===== src/rtl/rr_mux_arbiter4.sv =====
// rr_mux_arbiter4
//   Round-robin arbiter that hands one shared 4:1 32-bit datapath mux to one
//   of four requesters at a time. Ownership lasts until the owner strobes
//   done, drops its request, or has held the path for MAX_HOLD cycles (forced
//   preemption). On a release the arbiter re-arbitrates in the same edge, so
//   back-to-back owners see no idle bubble.
//
// Ports
//   clk      : system clock, rising edge
//   rst_n    : synchronous active-low reset
//   iReq     : per-requester request level
//   iDone    : per-requester release strobe (only the owner's bit matters)
//   oGnt     : registered one-hot grant, zero when idle
//   oSel     : registered mux select, index of current/last owner
//   oBusy    : high while a grant is active
//   oPreempt : one-cycle pulse after a release forced by the hold limit
module rr_mux_arbiter4 #(
    parameter int MAX_HOLD = 16,
    parameter int CNT_W    = 5
) (
    input  logic       clk,
    input  logic       rst_n,
    input  logic [3:0] iReq,
    input  logic [3:0] iDone,
    output logic [3:0] oGnt,
    output logic [1:0] oSel,
    output logic       oBusy,
    output logic       oPreempt
);

    typedef enum logic {ST_IDLE, ST_GRANT} state_t;

    localparam int HOLD_LAST_INT = (MAX_HOLD == 0) ? 0 : MAX_HOLD - 1;
    localparam logic [CNT_W-1:0] HOLD_LAST = HOLD_LAST_INT[CNT_W-1:0];
    // With preemption disabled the counter just parks at its maximum.
    localparam logic [CNT_W-1:0] CNT_SAT = (MAX_HOLD == 0) ? {CNT_W{1'b1}} : HOLD_LAST;

    state_t           state_reg, state_next;
    logic [3:0]       gnt_reg, gnt_next;
    logic [1:0]       sel_reg, sel_next;
    logic [1:0]       ptr_reg, ptr_next;
    logic [CNT_W-1:0] cnt_reg, cnt_next;
    logic             preempt_reg, preempt_next;

    logic       owner_done, owner_drop, hold_expired, release_now;
    logic [1:0] scan_start;
    logic [3:0] cand;
    logic [3:0] hit;
    logic       win_found;
    logic [1:0] win_off, win_idx;

    // While granted, sel_reg is the owner index.
    assign owner_done   = iDone[sel_reg];
    assign owner_drop   = ~iReq[sel_reg];
    assign hold_expired = (MAX_HOLD != 0) && (cnt_reg == HOLD_LAST);
    assign release_now  = (state_reg == ST_GRANT) && (owner_done || owner_drop || hold_expired);

    // After a release scanning starts just past the owner, which leaves the
    // owner itself as the last candidate; it stays eligible only if it still
    // requests and has not signalled done.
    assign scan_start = (state_reg == ST_GRANT) ? sel_reg + 2'd1 : ptr_reg;

    always_comb begin
        cand = iReq;
        if (state_reg == ST_GRANT && owner_done) begin
            cand[sel_reg] = 1'b0;
        end
    end

    // hit[k] is the candidate k positions after scan_start.
    generate
        for (genvar gi = 0; gi < 4; gi++) begin : g_rot
            localparam logic [1:0] OFF = 2'(gi);
            assign hit[gi] = cand[scan_start + OFF];
        end
    endgenerate

    always_comb begin
        win_found = 1'b0;
        win_off   = 2'd0;
        for (int i = 3; i >= 0; i--) begin
            if (hit[i]) begin
                win_found = 1'b1;
                win_off   = 2'(i);
            end
        end
    end

    assign win_idx = scan_start + win_off;

    // State register
    always_ff @(posedge clk) begin
        if (!rst_n) begin
            state_reg   <= ST_IDLE;
            gnt_reg     <= 4'b0000;
            sel_reg     <= 2'd0;
            ptr_reg     <= 2'd0;
            cnt_reg     <= '0;
            preempt_reg <= 1'b0;
        end else begin
            state_reg   <= state_next;
            gnt_reg     <= gnt_next;
            sel_reg     <= sel_next;
            ptr_reg     <= ptr_next;
            cnt_reg     <= cnt_next;
            preempt_reg <= preempt_next;
        end
    end

    // Next-state logic
    always_comb begin
        state_next = state_reg;
        case (state_reg)
            ST_IDLE:  if (win_found) state_next = ST_GRANT;
            ST_GRANT: if (release_now && !win_found) state_next = ST_IDLE;
            default:  state_next = ST_IDLE;
        endcase
    end

    // Registered-output next values
    always_comb begin
        gnt_next     = gnt_reg;
        sel_next     = sel_reg;
        ptr_next     = ptr_reg;
        cnt_next     = cnt_reg;
        preempt_next = 1'b0;
        case (state_reg)
            ST_IDLE: begin
                if (win_found) begin
                    gnt_next = 4'b0001 << win_idx;
                    sel_next = win_idx;
                    cnt_next = '0;
                end
            end
            ST_GRANT: begin
                if (release_now) begin
                    ptr_next     = sel_reg + 2'd1;
                    preempt_next = hold_expired && !owner_done && !owner_drop;
                    cnt_next     = '0;
                    if (win_found) begin
                        gnt_next = 4'b0001 << win_idx;
                        sel_next = win_idx;
                    end else begin
                        // sel_reg is kept so the shared mux output stays stable.
                        gnt_next = 4'b0000;
                    end
                end else if (cnt_reg != CNT_SAT) begin
                    cnt_next = cnt_reg + CNT_W'(1);
                end
            end
            default: begin
                gnt_next = 4'b0000;
            end
        endcase
    end

    assign oGnt     = gnt_reg;
    assign oSel     = sel_reg;
    assign oBusy    = (state_reg == ST_GRANT);
    assign oPreempt = preempt_reg;

endmodule


===== config.mk =====
export PLATFORM = sky130hd
export DESIGN_NAME = rr_mux_arbiter4
export DESIGN_NICKNAME = d
export VERILOG_FILES = /design/src/rtl/rr_mux_arbiter4.sv
export SDC_FILE = /design/constraint.sdc
export NUM_CORES = 1
export LEC_CHECK = 0
export ABC_AREA = 1
export BUFFER_PORTS_ARGS = -buffer_cell sky130_fd_sc_hd__clkbuf_2
export CAP_MARGIN = 20
export CORE_UTILIZATION = 30
export DETAILED_ROUTE_END_ITERATION = 12
export HOLD_SLACK_MARGIN = 0.15
export SLEW_MARGIN = 20
export SYNTH_ARGS = -nofsm -noshare
export SYNTH_HDL_FRONTEND = slang
export SYNTH_SLANG_ARGS = --single-unit

===== constraint.sdc =====
create_clock -name clk -period 2.5 [get_ports clk]
set_clock_uncertainty 0.1 [all_clocks]
set_input_delay 0.375 -clock clk [delete_from_list [all_inputs] [get_ports clk]]
set_output_delay 0.375 -clock clk [all_outputs]
set_load 0.01 [all_outputs]

==> flow_metrics.tcl <==
set metrics [dict create \
    outcome "finished, final reports clean" \
    htreeDepth 1 \
    synth.largest_area_cell "dfxtp_1" \
    syn_area_mm2 0.001111 \
    drt.antenna.violating_nets 0 \
    clock_path_buffers 2 \
    synth_nets 177 \
    worst_hold_path.num_cells 3 \
    whs_endpoint "ptr_reg[1]" \
    synthTopCellsByArea "dfxtp_1, nand2_1, nand3_1" \
    rsz0062_at_grt "true" \
    start_util_pct 32.28 \
    io_buffers 17 \
    cp.arrival_ns 2.44 \
    cap_violations 0 \
    fin_area_mm2 0.001593 \
    maxSlewHeadroom_pct 70.87 \
    drive_gt1_share_pct 47.92 \
    clock_latency_ns 0.25 \
    coreArea_mm2 0.003442 \
    numClockSinks 15 \
    fin_util_pct 46.27 \
    slew_viol_final 0 \
    tns_ns 0 \
    diodes 0 \
    largest_register_ffs 5 \
    netlist_instances 160 \
    drcViolationCount 0 \
    wl_per_cell_um 11.22 \
    ys_seq_elements 15 \
    ios 18 \
    cts_tree "built" \
    setup_viol 0 \
    worstPathMaxFanout 5 \
    grt_util_all_layers_pct 13.01 \
    fill_cells 343 \
    critPathKind "flop to flop" \
    gr-total-overflow 0 \
    vias 1158 \
    placed_area_mm2 0.001296 \
    min_from "rst_n" \
    min_period_ns 2.418 \
    pre_cts_slack_ns 0.007803 \
    p_leak_nw 0.7057 \
    synth.top_cell.area_share_pct 27.03 \
    yosysSeqAreaShare_pct 27.03 \
    dieArea_mm2 0.003951 \
    grt_max_degree 14 \
    dp_hpwl_um 1850 \
    rows 21 \
    dr.first_iter.drc_count 82 \
    path_clk_slew_ns 0.06 \
    wl_um 2670 \
    yosysWarnings 0 \
    reg2reg_from "oSel[0]" \
    hold_slack_ns 0.2896 \
    grt_pass1_wl_um 4209 \
    ff2ff_path_depth 17 \
    finalCritPeriodShare_pct 96.73 \
    p_per_area_mw_per_mm2 1564 \
    final_nets 210 \
    max_freq_mhz 413.5 \
    setup_slack_ns 0.08166 \
    fin_cells 238 \
    syn-mean-instance-area_um2 6.944 \
    total_power_mw 2.491 \
    root_buffer "clkbuf_8" \
    dp.cells 228 \
    grt_pass1_vias 1008 \
    yosysUniqueCellTypes 28 \
    gp_congestion 0.7505 \
    avgViaCountPerCell 4.866 \
    cts_inserted_buffers 3 \
    first_pass_iters 5 \
    min_path_type "primary input to flop" \
    timing.rr.end "oGnt[1]" \
    r2r_setup_slack_ns 0.08 \
    vdd_drop_max_mv 0.8162 \
    crit_path_start_kind "flop" \
    syn2layout_area_growth_pct 43.36 \
    critPathRequiredTime_ns 2.52 \
    antenna_found_initial 0 \
    endpoint_kind "flop" \
    die_y_um 62.86 \
    worst_slew_pin_slew_ns 0.4365 \
    die_w_um 62.86 \
    final_hold_viol_count 0 \
]
## synthesized netlist by cell type
cell type / n
nor2_2: 1
nor2_4: 3
a21oi_2: 1
clkbuf_1: 1
a21boi_1: 2
nand2_4: 2
nor3_2: 1
nand4_1: 4
nand2_2: 5
o21a_1: 1
nand3_1: 21
xnor2_2: 1
inv_2: 4
a21oi_1: 12
or2_1: 1
nor4_1: 1
o21ai_4: 1
dfxtp_1: 15
inv_1: 13
nor2_1: 10
nand3_2: 3
o22ai_1: 1
nand2_1: 41
o21ai_0: 4
buf_6: 1
ha_1: 7
o21ai_2: 1
xor2_1: 2
## where the power goes
group	total (mW)	switching [mW]	internal, mW
Sequential	0.354	0.0501	0.304
Clock	0.197	0.0844	0.113
Combinational	1.94	1.17	0.770
Total	2.49	1.30	1.19
## layout by cell type (no fill, tap or decap), types with 8 or more instances in the layout
cell type,synthesis,routed
nand3_1,21,10
a21oi_1,12,11
inv_1,13,11
clkbuf_2,0,17
buf_4,0,9
nand3_2,3,12
nand2_2,5,15
dfxtp_1,15,12
nand2_1,41,28
nor2_1,10,8
## what timing repair did
item | 4_1_cts | 5_1_grt
buffers inserted | 0 | 6
hold buffers | 0 | 0
pin swaps | 1 | 23
gates resized for setup | 0 | 49
setup endpoints to repair | 3 | 5
## worst max-delay path by stage
stage                     slack (ns)  startpoint  endpoint
after floorplan                 0.04     oSel[0]   oSel[1]
after global placement          0.01     oSel[0]   oGnt[1]
after detailed placement       0.008     oSel[0]   oSel[1]
after CTS                       0.01     oSel[0]   oGnt[1]
after global routing           -0.10     oSel[0]   oGnt[0]
final                           0.08     oSel[0]   oGnt[1]
## area by class of cell
| cell class | count | area [um^2] | area share (%) |
|---|---|---|---|
| Inverter | 17 | 68.82 | 4.320 |
| Tap cell | 46 | 57.56 | 3.614 |
| Clock buffer | 4 | 45.04 | 2.828 |
| Sequential cell | 15 | 306.5 | 19.25 |
| Multi-Input combinational cell | 126 | 917.1 | 57.58 |
| Timing Repair Buffer | 30 | 197.7 | 12.41 |
## critical path: stages, from the launching register on
cell     delay (ns)
dfxtp_4        0.35
inv_4          0.07
buf_6          0.14
nand2_4        0.06
nand3_4        0.09
nand4_1        0.17
nand3_2        0.16
nand3_2        0.08
nand2_2        0.11
nand2_2        0.06
a21oi_2        0.13
ha_2           0.20
xor2_2         0.17
nand2_1        0.11
nand2_4        0.11
nor2_1         0.05
nor2_1         0.09
nor2_1         0.04
## layer usage
metal | up-vias | global-route usage (%) | part of all wire, %
met5 | - | 0 | 0
met4 | 0 | 5.523 | 2.5
met3 | 9 | 2.372 | 3.6
met2 | 29 | 20.65 | 49
met1 | 528 | 17.07 | 45
li1 | 592 | - | -
## cell families after synthesis
kind of cell               after synthesis  share of synthesized area [%]
AOI/OAI and AO/OA                       23                          12.84
xor gates and xnor gates                 3                          3.041
adders and majority gates                7                          7.883
buffers and inverters                   19                          7.094
DFF                                     15                          27.03
and+or+nand+nor                         93                          42.12
No activity file was read; power rests on OpenSTA's default activity.
